**src/rtl/magnetron_sr_ctrl_pkg.sv**
```systemverilog
// Shared definitions for the magnetron s/r sequencer and the latch it drives.
package magnetron_sr_ctrl_pkg;

    // Sequencer states; the encoding is shared with the latch_sr tests.
    typedef enum logic [1:0] {
        StIdle  = 2'd0,
        StSet   = 2'd1,
        StCook  = 2'd2,
        StClear = 2'd3
    } state_e;

    // Default clk cycles per cook-time tick.
    localparam int unsigned TickDivDefault = 100;

endpackage

```
**src/rtl/magnetron_tick.sv**
```systemverilog
// Cook-time prescaler: counts 0..TICK_DIV-1 and flags the last count as a tick.
module magnetron_tick
    import magnetron_sr_ctrl_pkg::*;
#(
    parameter int unsigned TICK_DIV = TickDivDefault
) (
    input  logic clk_i,
    input  logic rst_ni,
    input  logic clr_i,
    output logic tick_o
);

    localparam int unsigned     CntW   = $clog2(TICK_DIV);
    localparam logic [CntW-1:0] CntMax = CntW'(TICK_DIV - 1);

    logic [CntW-1:0] cnt_q, cnt_d;

    // Next count: held at zero while cleared, wraps after the tick.
    always_comb begin
        cnt_d = cnt_q;
        if (clr_i || (cnt_q == CntMax)) begin
            cnt_d = '0;
        end else begin
            cnt_d = cnt_q + CntW'(1);
        end
    end

    // Prescaler register with synchronous active-low reset.
    always_ff @(posedge clk_i) begin
        if (!rst_ni) begin
            cnt_q <= '0;
        end else begin
            cnt_q <= cnt_d;
        end
    end

    assign tick_o = (cnt_q == CntMax);

endmodule

```
**src/rtl/magnetron_sr_ctrl.sv**
```systemverilog
// Magnetron sequencer: drives s/r of the external SR latch, counts cook time
// down in prescaled ticks and never presents s and r together.
module magnetron_sr_ctrl
    import magnetron_sr_ctrl_pkg::*;
#(
    parameter int unsigned TIME_W   = 8,
    parameter int unsigned TICK_DIV = TickDivDefault
) (
    input  logic              clk_i,
    input  logic              rst_ni,
    input  logic              start_i,
    input  logic              stop_i,
    input  logic              door_closed_i,
    input  logic [TIME_W-1:0] time_load_i,
    input  logic              q_fb_i,
    output logic              s_o,
    output logic              r_o,
    output logic [TIME_W-1:0] remaining_o,
    output logic              done_o
);

    state_e            state_q, state_d;
    logic              s_q, s_d;
    logic              r_q, r_d;
    logic              done_q, done_d;
    logic              expired_q, expired_d;
    logic [TIME_W-1:0] rem_q, rem_d;
    logic              start_q;
    logic              start_edge;
    logic              abort;
    logic              tick;

    assign start_edge = start_i & ~start_q;
    assign abort      = stop_i | ~door_closed_i;

    // Prescaler only runs in COOK, so it restarts from zero on every entry.
    magnetron_tick #(
        .TICK_DIV (TICK_DIV)
    ) u_tick (
        .clk_i  (clk_i),
        .rst_ni (rst_ni),
        .clr_i  (state_q != StCook),
        .tick_o (tick)
    );

    // Next-state, counter and registered-output decode; s_d and r_d are exclusive.
    always_comb begin
        state_d   = state_q;
        rem_d     = rem_q;
        expired_d = expired_q;
        s_d       = 1'b0;
        r_d       = 1'b0;
        done_d    = 1'b0;
        unique case (state_q)
            StIdle: begin
                if (start_edge && door_closed_i && (time_load_i != '0) && !stop_i) begin
                    state_d   = StSet;
                    rem_d     = time_load_i;
                    expired_d = 1'b0;
                    s_d       = 1'b1;
                end
            end
            StSet: begin
                if (abort) begin
                    state_d   = StClear;
                    expired_d = 1'b0;
                    r_d       = 1'b1;
                end else if (q_fb_i) begin
                    state_d = StCook;
                end else begin
                    s_d = 1'b1;
                end
            end
            StCook: begin
                // A latch that drops on its own is handled like an abort.
                if (abort || !q_fb_i) begin
                    state_d   = StClear;
                    expired_d = 1'b0;
                    r_d       = 1'b1;
                end else if (tick && (rem_q != '0)) begin
                    rem_d = rem_q - TIME_W'(1);
                    if (rem_q == TIME_W'(1)) begin
                        state_d   = StClear;
                        expired_d = 1'b1;
                        r_d       = 1'b1;
                    end
                end
            end
            StClear: begin
                if (!q_fb_i) begin
                    state_d = StIdle;
                    done_d  = expired_q;
                end else begin
                    r_d = 1'b1;
                end
            end
            default: begin
                state_d = StClear;
                r_d     = 1'b1;
            end
        endcase
    end

    // State and output registers; reset forces the magnetron off and arms r.
    always_ff @(posedge clk_i) begin
        if (!rst_ni) begin
            state_q   <= StClear;
            s_q       <= 1'b0;
            r_q       <= 1'b1;
            done_q    <= 1'b0;
            expired_q <= 1'b0;
            rem_q     <= '0;
            start_q   <= 1'b1;
        end else begin
            state_q   <= state_d;
            s_q       <= s_d;
            r_q       <= r_d;
            done_q    <= done_d;
            expired_q <= expired_d;
            rem_q     <= rem_d;
            start_q   <= start_i;
        end
    end

    assign s_o         = s_q;
    assign r_o         = r_q;
    assign done_o      = done_q;
    assign remaining_o = rem_q;

endmodule

```
**config.mk**
```make
export PLATFORM = sky130hd
export DESIGN_NAME = magnetron_sr_ctrl
export DESIGN_NICKNAME = d
export VERILOG_FILES = /design/src/rtl/magnetron_sr_ctrl_pkg.sv /design/src/rtl/magnetron_tick.sv /design/src/rtl/magnetron_sr_ctrl.sv
export SDC_FILE = /design/constraint.sdc
export NUM_CORES = 1
export LEC_CHECK = 0
export BUFFER_PORTS_ARGS = -buffer_cell sky130_fd_sc_hd__buf_4
export CORE_AREA = 3 3 59 61
export DETAILED_ROUTE_END_ITERATION = 8
export DIE_AREA = 0 0 62 64
export PLACE_DENSITY = 0.64
export SLEW_MARGIN = 20
export SYNTH_ARGS = -nofsm -noshare
export SYNTH_HDL_FRONTEND = slang
export SYNTH_SLANG_ARGS = --single-unit
```
**constraint.sdc**
```tcl
create_clock -name clk_i -period 2.3 [get_ports clk_i]
set_input_delay 0.345 -clock clk_i [delete_from_list [all_inputs] [get_ports clk_i]]
set_output_delay 0.345 -clock clk_i [all_outputs]
set_load 0.05 [all_outputs]
```
Yosys cells after proc, flatten, opt, wreduce, memory -nomap -nowiden
Cells that the tools add are included.

word-level totals
  register bits = 22
  input bits = 14
  output and inout port bits = 11

operators by class
  add/sub/neg operators = 2
  equality and inequality tests = 14
  multiplexer cells = 28
  bitwise logic cells = 6
  reduce and logical (&&, ||, !) cells = 18

operators by type and width
  operator                                                             count
  8-bit 2-to-1 mux                                                     3
  8-bit case mux with 2 select lines                                   1
  8-bit nonzero test                                                   2
  2-bit 2-to-1 mux                                                     7
  1-bit 2-to-1 mux                                                     13
  2-bit inequality test (second input constant)                        6
  5-bit AND reduction                                                  2
  3-bit inequality test (second input constant)                        3
  8-bit by 1-bit == test with 1-bit output (second input constant)     1
  2-bit case mux with 4 select lines                                   1
  8-bit by 1-bit subtractor with 8-bit output (second input constant)  1
  7-bit by 1-bit adder with 7-bit output (second input constant)       1
  7-bit == test (second input constant)                                1
  1-bit case mux with 3 select lines                                   2
  2-bit == test (second input constant)                                2
  1-bit logical AND                                                    4
  1-bit inverter                                                       4
  4-bit AND reduction                                                  1
  3-bit nonzero test                                                   1
  3-bit OR reduction                                                   1
  2-bit by 1-bit == test with 1-bit output (second input constant)     1
  1-bit logical NOT                                                    2
  2-bit logical NOT                                                    1
  1-bit logical OR                                                     2
  other kinds (5)                                                      5

Longest topological paths before layout
Gate-level depths: netlist of run 1.

  depth after elaboration = 7
  gate-level depth with buffers = 9
  mapped depth without buffers = 7

Modules after synthesis
A second synthesis of run 1 with hierarchy kept.

second synthesis, totals
  cell total of the unflattened synthesis = 152
  area, all modules = 1,321.3 µm²

by module, submodules not included
  module             instances  cells each  area an instance (µm²)  seq. area each (µm²)
  magnetron_sr_ctrl  1          118         1,008.5                 300.3
  magnetron_tick     1          34          312.8                   140.1

Least setup slack after synthesis of run 1
OpenSTA, ideal clock, no wires.

  kind = reg-to-reg
  start = register rem_q[0] (netlist: remaining_o[0])
  end = register state_q[0]
  arrival = 2.008 ns
  slack = 0.151 ns
  stages on the path, launching flop included = 8
  clock period less this slack = 2.149 ns
  cell sequence = dfxtp_1 -> inv_1 -> ha_1 -> nor4b_1 -> nand4_1 -> and2_4 -> o31ai_1 -> o311ai_1

between the ends
  longest elaborated chain between the ends = 4

RTL lines
  item                                    RTL line                  text
  from (decl)                             magnetron_sr_ctrl.sv:27   logic [TIME_W-1:0] rem_q, rem_d;
  from (signal assigned)                  magnetron_sr_ctrl.sv:120  rem_q <= rem_d;
  8-bit nonzero test                      magnetron_sr_ctrl.sv:80   end else if (tick && (rem_q != '0)) begin
  1-bit logical AND                       magnetron_sr_ctrl.sv:80
  3-bit inequality test (no source line)  -
  5-bit AND reduction (no source line) *  -
  to (signal assigned)                    magnetron_sr_ctrl.sv:107  state_q <= StClear;
  to (signal assigned)                    magnetron_sr_ctrl.sv:115  state_q <= state_d;
  to (decl)                               magnetron_sr_ctrl.sv:22   state_e state_q, state_d;

Every way passes the cells marked *; elsewhere a longest branch is shown, timed or not.
A chain may end at the register's enable or synchronous reset.

Worst setup path in the final report of run 1
Ends and elaborated chain as after synthesis.

==> metrics.log, run 1 <==
INFO  metric status = finished clean
INFO  metric wl = 2840 µm
INFO  metric chipWidth = ~62 µm
INFO  metric crit_path_top_delay_cell = dfxtp_1
INFO  metric cp.required = around 2500 ps
INFO  metric cts-buffers-inserted = 3
INFO  metric post_dr_wirelength_cell = around 14 µm
INFO  metric post-cts-setup-buffers = 0
INFO  metric critical_path.n_buffers_inverters = 1
INFO  metric post_layout_inst_area = about 1600 µm²
INFO  metric die_area = about 4000 µm²
INFO  metric maxCapViolCount = 0
INFO  metric placementRows = 20
INFO  metric syn_inst = roughly 140
INFO  metric floorplan.die.height = about 64 µm
INFO  metric routed_via_density = roughly 5.4
INFO  metric timing.final.crit_period = 2120 ps
INFO  metric nNetsFinal = roughly 190
INFO  metric ys_warn_count = 0
INFO  metric synth_seq_cells = 22
INFO  metric timing.critical_path.slowest_cell_delay = around 440 ps
INFO  metric seq_area_frac_synth = about a third
INFO  metric hold_viol_final = 0
INFO  metric netlist-cell-type-count = 49
INFO  metric grt_antenna_before_repair = 0
INFO  metric worst-setup-path-type = reg2reg
INFO  metric globalRouteTotalUtil = 15.5%
INFO  metric critical-path-top-delay-family = simple AND/OR/NAND/NOR gates
INFO  metric root_buffer = clkbuf_4
INFO  metric critical_path_peak_fanout = 5
INFO  metric slew_viol_final = 0
INFO  metric cts.clk_slew.worst_paths = around 120 ps
INFO  metric portBuffers = 24
INFO  metric setup_viol_count_final = 0
INFO  metric synth_enable_flop_cells = 0
INFO  metric grt_pass1_vias = 1097
INFO  metric synthMostInstantiatedCell = dfxtp_1
INFO  metric fin_crit_share = ~90%
INFO  metric grt_pass1_wl = 4770 µm
INFO  metric ant_nets = 0
INFO  metric power.density = approximately 1200 nW/µm²
INFO  metric yosys_most_used_dff = dfxtp_1
INFO  metric mappedNetlistArea = roughly 1300 µm²
INFO  metric synth_fp_nets = 163
INFO  metric worstHoldPathType = in2reg
INFO  metric num_io_pins = 25
INFO  metric insertion_delay = 310 ps
INFO  metric dp_hpwl = ~2200 µm
INFO  metric yosys.area.top_type = dfxtp_1
INFO  metric totalNegativeSetupSlack = 0 ps
INFO  metric gr_ovfl_total = 0
INFO  metric worstSetupStartpointType = flip-flop
INFO  metric static-leakage-power = 0.639 nW
INFO  metric vias = between 1000 and 1500
INFO  metric synth_area_leaders = dfxtp_1 33%, ha_1 6.5%, nor4_4 4.7%, nor2_1 4.5%, xnor2_1 3.3%
INFO  metric tightest_slew = between 400 and 500 ps
INFO  metric htreeDepth = 1
INFO  metric place_area = 1560 µm²
INFO  metric post_route_cells_drive_above_1_share = around a quarter
INFO  metric place_congestion = 0.827
INFO  metric syn_avg_cell_area = between 9 and 10 µm²
INFO  metric synthDominantCellAreaShare = roughly 33%
INFO  metric post_cts_resized = 0
INFO  metric async_flop_share = 0%
INFO  metric max_slew_margin = between 60% and 70%
INFO  metric worst_ep_arrival_time = between 2000 and 2500 ps
INFO  metric detail_route.first_pass.iterations = 4
INFO  metric cts.hold.buffers_added = 0
INFO  metric core_area = 3030 µm²
INFO  metric drcViolationCount = 0
INFO  metric drt-initial-drc-count = slightly above 80
INFO  metric f_max = between 0.4 and 0.5 GHz
INFO  metric grt_setup_unrepaired = no
INFO  metric ys_top_cells_by_count = 22 x dfxtp_1, 16 x nor2_1, 7 x ha_1, 7 x nand2_1, 6 x inv_1
INFO  metric layout-area-overhead-vs-synth = 17.3%
INFO  metric max-clock-path-buffers = 2
INFO  metric tritoncts = done
INFO  metric floorplan.initialDensity = 44.5%
INFO  metric largest_net_degree_at_the_start_of_global_routing = 20
INFO  metric tritoncts_num_sinks = 22
INFO  metric filler_cell_count = 296
INFO  metric path_cells = inv_1 -> ha_1 -> nor4b_1 -> nand4_1 -> and2_4 -> o31ai_1 -> o311ai_1
INFO  metric peakVddDrop = ~0.37 mV
INFO  metric reg2reg_slack = about 180 ps
INFO  metric end_kind = flip-flop
INFO  metric num_antenna_cells = 0
INFO  metric finalClockSkew = 6.50 ps
[cells in the final DEF (no fill, tap or decap), types with 2 or more instances in the layout]
cell      synthesis  routed
xnor2_1           5       5
and3_1            3       3
buf_4             0      25
nor3_1            3       3
nand3_1           5       5
ha_1              7       7
xor2_1            4       4
inv_1             6       6
a31o_1            2       2
a21boi_1          2       2
a211o_1           4       4
nor2_1           16      16
a211oi_2          3       3
nor2b_1           4       4
o21ai_0           2       2
nor4_4            3       3
a21oi_1           5       5
clkbuf_4          0       3
nand2_1           7       7
dfxtp_1          22      22
o221a_1           3       3
o21ai_1           3       3
o21a_1            2       2
[where the power goes]
part           switching [W]  internal (W)  total, W
combinational       0.000660      0.000423   0.00108
sequential          0.000111      0.000460  0.000571
clock               0.000114     0.0000612  0.000175
total               0.000885      0.000945   0.00183
[registers in the layout (all words and copies together) (netlist names)]
| name | flops |
|---|---|
| state_q | 2 |
| u_tick.cnt_q | 7 |
| r_o | 1 |
| remaining_o | 8 |
| done_o | 1 |
| start_q | 1 |
| expired_q | 1 |
| s_o | 1 |
[final cells by class]
class | instances | area (µm²) | share of cell area (%)
Tap cell | 44 | 55.1 | 3.49
Clock buffer | 3 | 22.5 | 1.43
Inverter | 6 | 22.5 | 1.43
Multi-Input combinational cell | 108 | 851 | 53.9
Sequential cell | 22 | 440 | 27.9
Timing Repair Buffer | 25 | 188 | 11.9
[worst paths after layout]
| check | endpoint | cells past startpoint | startpoint |
|---|---|---|---|
| worst max register to register | state_q[0] | 7 | remaining_o[0] |
| worst max-delay path | state_q[0] | 7 | remaining_o[0] |
| worst min register to register | u_tick.cnt_q[0] | 1 | u_tick.cnt_q[0] |
| worst min-delay path | start_q | 2 | start_i |
[cells by family (layout without fill, tap and decap cells)]
group / after synthesis / count (layout) / synth area share (%)
AO/OA/AOI/OAI: 38 / 38 / 25.2
flip-flops: 22 / 22 / 32.7
adder cells (fa/ha/maj): 7 / 7 / 6.51
XOR/XNOR: 9 / 9 / 5.85
AND/OR/NAND/NOR: 54 / 54 / 25.7
buffers and inverters: 12 / 34 / 4.09
[metal layers]
layer / part of all wire [%] / track usage [%] / vias up
met2: 50 / 25.9 / 26
met1: 46 / 20.0 / 527
met3: 3.3 / 2.42 / 6
met5: 0 / 0 / -
li1: - / - / 565
met4: 1.2 / 3.98 / 0
[metrics by stage]
stage | worst slack, ps | hold slack [ps] | power [W] | utilization [%] | cells
finish | 180 | 230 | 0.00183 | 52.1 | 208
global placement | 311 | 431 | 0.00164 | 51.4 | 205
floorplan | 151 | 413 | 0.00143 | - | 142
CTS | 196 | 229 | 0.00184 | 52.1 | 208
global route | 104 | 237 | 0.00196 | 52.1 | 208
detailed placement | 242 | 443 | 0.00167 | 51.4 | 205
[worst reg2reg max path: cells and delay by family, from the launching register on]
kind / cells / cell delay, ps
and+or+nand+nor: 3 / 780
DFF: 1 / 440
AOI/OAI and AO/OA: 2 / 400
adders and majority gates: 1 / 270
buffers and inverters: 1 / 110
Note: power is estimated with default switching activity, not from simulation.
==> run 2, diff against run 1 <==
- PLACE_DENSITY: 0.64 -> 0.63
- REMOVE_ABC_BUFFERS: default -> 1
- SYNTH_HIERARCHICAL: default -> 1
==> run 2 against run 1 <==
Clock skew rose by 6.1 ps. Sequential share of layout area rose by 0.11 points. Synthesized area fell by 1.9%. Final cell count rose by 4.8%. Worst setup slack improved by 98 ps. Wire length rose by 3.8%. Non-clock buffer count did not move. Cell area fell by 0.40%. Largest power group unchanged. Via count rose by 8.3%. First-iteration DRC count fell by 54%. Clock-buffer cell count rose by 1.
==> metrics.log, run 2 <==
INFO  metric power.internal = ~0.00095 W
INFO  metric largest_register_ff_count = 8
INFO  metric vias = around 1200
INFO  metric path_cells = inv_1 -> ha_1 -> or3b_1 -> o2111ai_2 -> a22o_4 -> a211oi_1 -> a31o_1
INFO  metric place_congestion = 0.808
INFO  metric core_area = just over 3000 µm²
INFO  metric grt_antenna_before_repair = 0
INFO  metric post_dr_wirelength_cell = approximately 14 µm
INFO  metric num_io_pins = 25
INFO  metric mappedNetlistArea = 1320 µm²
INFO  metric largest_net_degree_at_the_start_of_global_routing = 23
INFO  metric f_max = ~0.5 GHz
INFO  metric crit_path_top_delay_cell = or3b_1
INFO  metric synthMostInstantiatedCell = dfxtp_1
INFO  metric portBuffers = 24
INFO  metric worst-setup-path-type = reg2reg
INFO  metric cp.required = approximately 2500 ps
INFO  metric placementRows = 20
INFO  metric syn_avg_cell_area = 8.69 µm²
INFO  metric synth_enable_flop_cells = 0
INFO  metric num_antenna_cells = 0
INFO  metric post_route_cells_drive_above_1_share = between 20% and 30%
INFO  metric grt_pass1_vias = approximately 1200
INFO  metric ys_top_cells_by_count = 22 x dfxtp_1, 13 x nand2_1, 13 x nor2_1, 9 x inv_1
INFO  metric floorplan.initialDensity = 43.6%
INFO  metric worst_r2r_startpoint = remaining_o[0]
INFO  metric dp_hpwl = between 2000 and 2500 µm
INFO  metric root_buffer = clkbuf_4
INFO  metric post-cts-setup-buffers = 0
INFO  metric chipWidth = a little over 60 µm
INFO  metric cts-buffers-inserted = 3
INFO  metric drcViolationCount = 0
INFO  metric routed_via_density = around 5.6
INFO  metric post_layout_nonfiller_instances = between 200 and 250
INFO  metric worst_ep_arrival_time = 2240 ps
INFO  metric switching_share = a little under half
INFO  metric timing.final.crit_period = just over 2000 ps
INFO  metric top_signal_layer_used = met4
INFO  metric hold_slack = between 200 and 250 ps
INFO  metric yosys.area.top_type = dfxtp_1
INFO  metric tritoncts = done
INFO  metric slew_viol_final = 0
INFO  metric worstSetupStartpointType = flip-flop
INFO  metric ant_nets = 0
INFO  metric reg2reg_slack = between 200 and 300 ps
INFO  metric share_seq_of_total_power = ~30%
INFO  metric htreeDepth = 1
INFO  metric end_kind = flip-flop
INFO  metric filler_cell_count = 289
INFO  metric fin_crit_share = 87.9%
INFO  metric netlist-cell-type-count = between 50 and 60
INFO  metric p_switching = 0.000859 W
INFO  metric gate_power_share = a little under three fifths
INFO  metric seq_area_frac_synth = 33.3%
INFO  metric critical_path_peak_fanout = 15
INFO  metric layout.cells.most_common = buf_4
INFO  metric detail_route.first_pass.iterations = 4
INFO  metric synth_area_leaders = dfxtp_1 33%, ha_1 6.6%, nand2_1 3.7%, nor2_1 3.7%, o21ai_0 2.7%
INFO  metric wirelength_met1 = ~1400 µm
INFO  metric register_area = around 440 µm²
INFO  metric place_area = roughly 1500 µm²
INFO  metric met2_length = ~1400 µm
INFO  metric grt_setup_unrepaired = no
INFO  metric worst_setup_path_endpoint = remaining_o[6]
INFO  metric floorplan.die.height = 64 µm
INFO  metric nNetsFinal = approximately 200
INFO  metric drt-initial-drc-count = 37
INFO  metric syn_inst = 152
INFO  metric post-place-cells = between 200 and 250
INFO  metric cts.clk_slew.worst_paths = around 140 ps
INFO  metric cts.hold.buffers_added = 0
INFO  metric async_flop_share = 0%
INFO  metric tightest_slew = 588 ps
INFO  metric tritoncts_num_sinks = 22
INFO  metric synthDominantCellAreaShare = 33.3%
INFO  metric globalRouteTotalUtil = between 10% and 20%
INFO  metric hold_viol_final = 0
INFO  metric power.density = between 1000 and 1500 nW/µm²
INFO  metric grt_pass1_wl = 5240 µm
INFO  metric dr_wl_met3 = ~160 µm
INFO  metric synth_seq_cells = 22
INFO  metric wl = between 2000 and 3000 µm
INFO  metric peakVddDrop = around 0.6 mV
INFO  metric layout-area-overhead-vs-synth = 19.0%
INFO  metric insertion_delay = 310 ps
INFO  metric timing.critical_path.slowest_cell_delay = around 450 ps
INFO  metric clkPwrFrac = between 10% and 20%
INFO  metric ys_warn_count = 6
INFO  metric max_slew_margin = 60.8%
INFO  metric worstHoldPathType = in2reg
INFO  metric static-leakage-power = ~0.6 nW
INFO  metric gr_ovfl_total = 0
INFO  metric yosys_most_used_dff = dfxtp_1
INFO  metric finalClockSkew = about 13 ps
INFO  metric multi_input_area = 820 µm²
INFO  metric worstSetupStartpoint = remaining_o[0]
INFO  metric setup_viol_count_final = 0
INFO  metric number_of_cells_on_the_worst_reg_to_reg_path = 7
INFO  metric timing.rr.end = remaining_o[6]
INFO  metric maxCapViolCount = 0
INFO  metric layout.core_utilization = between 50% and 60%
INFO  metric totalNegativeSetupSlack = 0 ps
INFO  metric status = finished clean
INFO  metric max-clock-path-buffers = 2
INFO  metric post_layout_inst_area = 1570 µm²
INFO  metric die_area = between 3000 and 4000 µm²
INFO  metric most_frequent_cells_in_the_layout = 25 x buf_4, 22 x dfxtp_1, 13 x nand2_1
==> run 2: changes by cell type in the layout (fill, tap and decap cells not counted), moves of 3 or more <==
cell and change:
inv_1 +3, nor4_4 -3, a211o_1 -3, o21ai_0 +5, a211oi_1 +3, o221a_1 -3, nand3_1 -3, nor2_1 -4
nand2_1 +6, o211ai_1 +4
==> run 2: worst min path at each step <==
stage | slack, ps | end | from | depth (start not counted)
after floorplan | 420 | start_q | rst_ni | 1
after global placement | 440 | u_tick/cnt_q[0] | u_tick/cnt_q[0] | 1
after detailed placement | 460 | u_tick/cnt_q[0] | u_tick/cnt_q[0] | 1
after CTS | 210 | start_q | start_i | 2
after global routing | 210 | start_q | start_i | 2
final | 210 | start_q | start_i | 2
==> run 2: cells by family (layout without fill, tap and decap cells) <==
family | Yosys count | count (layout) | synth area share [%]
AO/OA/AOI/OAI | 43 | 43 | 24.6
flip-flops | 22 | 22 | 33.3
AND/OR/NAND/NOR | 59 | 59 | 26.4
buffers and inverters | 16 | 38 | 5.68
XOR/XNOR | 5 | 5 | 3.31
adder cells (fa/ha/maj) | 7 | 7 | 6.63
==> run 2: power groups by stage <==
stage                     combinational, W  sequential (W)  clock, W
after floorplan                   0.000613        0.000717         0
after global placement             0.00101        0.000559         0
after detailed placement           0.00102        0.000561         0
after CTS                          0.00103        0.000554  0.000224
after global routing               0.00116        0.000572  0.000239
final                              0.00104        0.000554  0.000221
==> run 2: layout make-up <==
type                            instances  share of cell area [%]
Tap cell                               44                    3.50
Inverter                                9                    2.15
Clock buffer                            4                    2.31
Timing Repair Buffer                   25                    11.9
Multi-Input combinational cell        114                    52.1
Sequential cell                        22                    28.0
==> run 2: metrics by stage <==
step           worst slack [ps]  total power, W
6_report                    277         0.00181
5_1_grt                    76.6         0.00197
4_1_cts                    98.3         0.00181
3_5_place_dp               5.94         0.00158
3_3_place_gp                157         0.00157
2_1_floorplan               129         0.00133
==> run 2: worst max-delay path, delay by kind of cell, from the launching register on <==
kind | cells | cell delay, ps
compound gates | 4 | 750
simple gates | 1 | 450
flops | 1 | 390
fa+ha+maj | 1 | 220
buf+inv | 1 | 110
==> run 2: repair_timing <==
action                                  4_1_cts  5_1_grt
resized for setup                             1        2
endpoints found under the setup margin        1        2
gates cloned                                  0        0
==> run 2: metal layers <==
layer | vias to the layer above | GRT usage (%)
met2 | 33 | 27.2
met4 | 0 | 5.57
li1 | 603 | -
met1 | 579 | 21.7
met5 | - | 0
met3 | 2 | 2.63
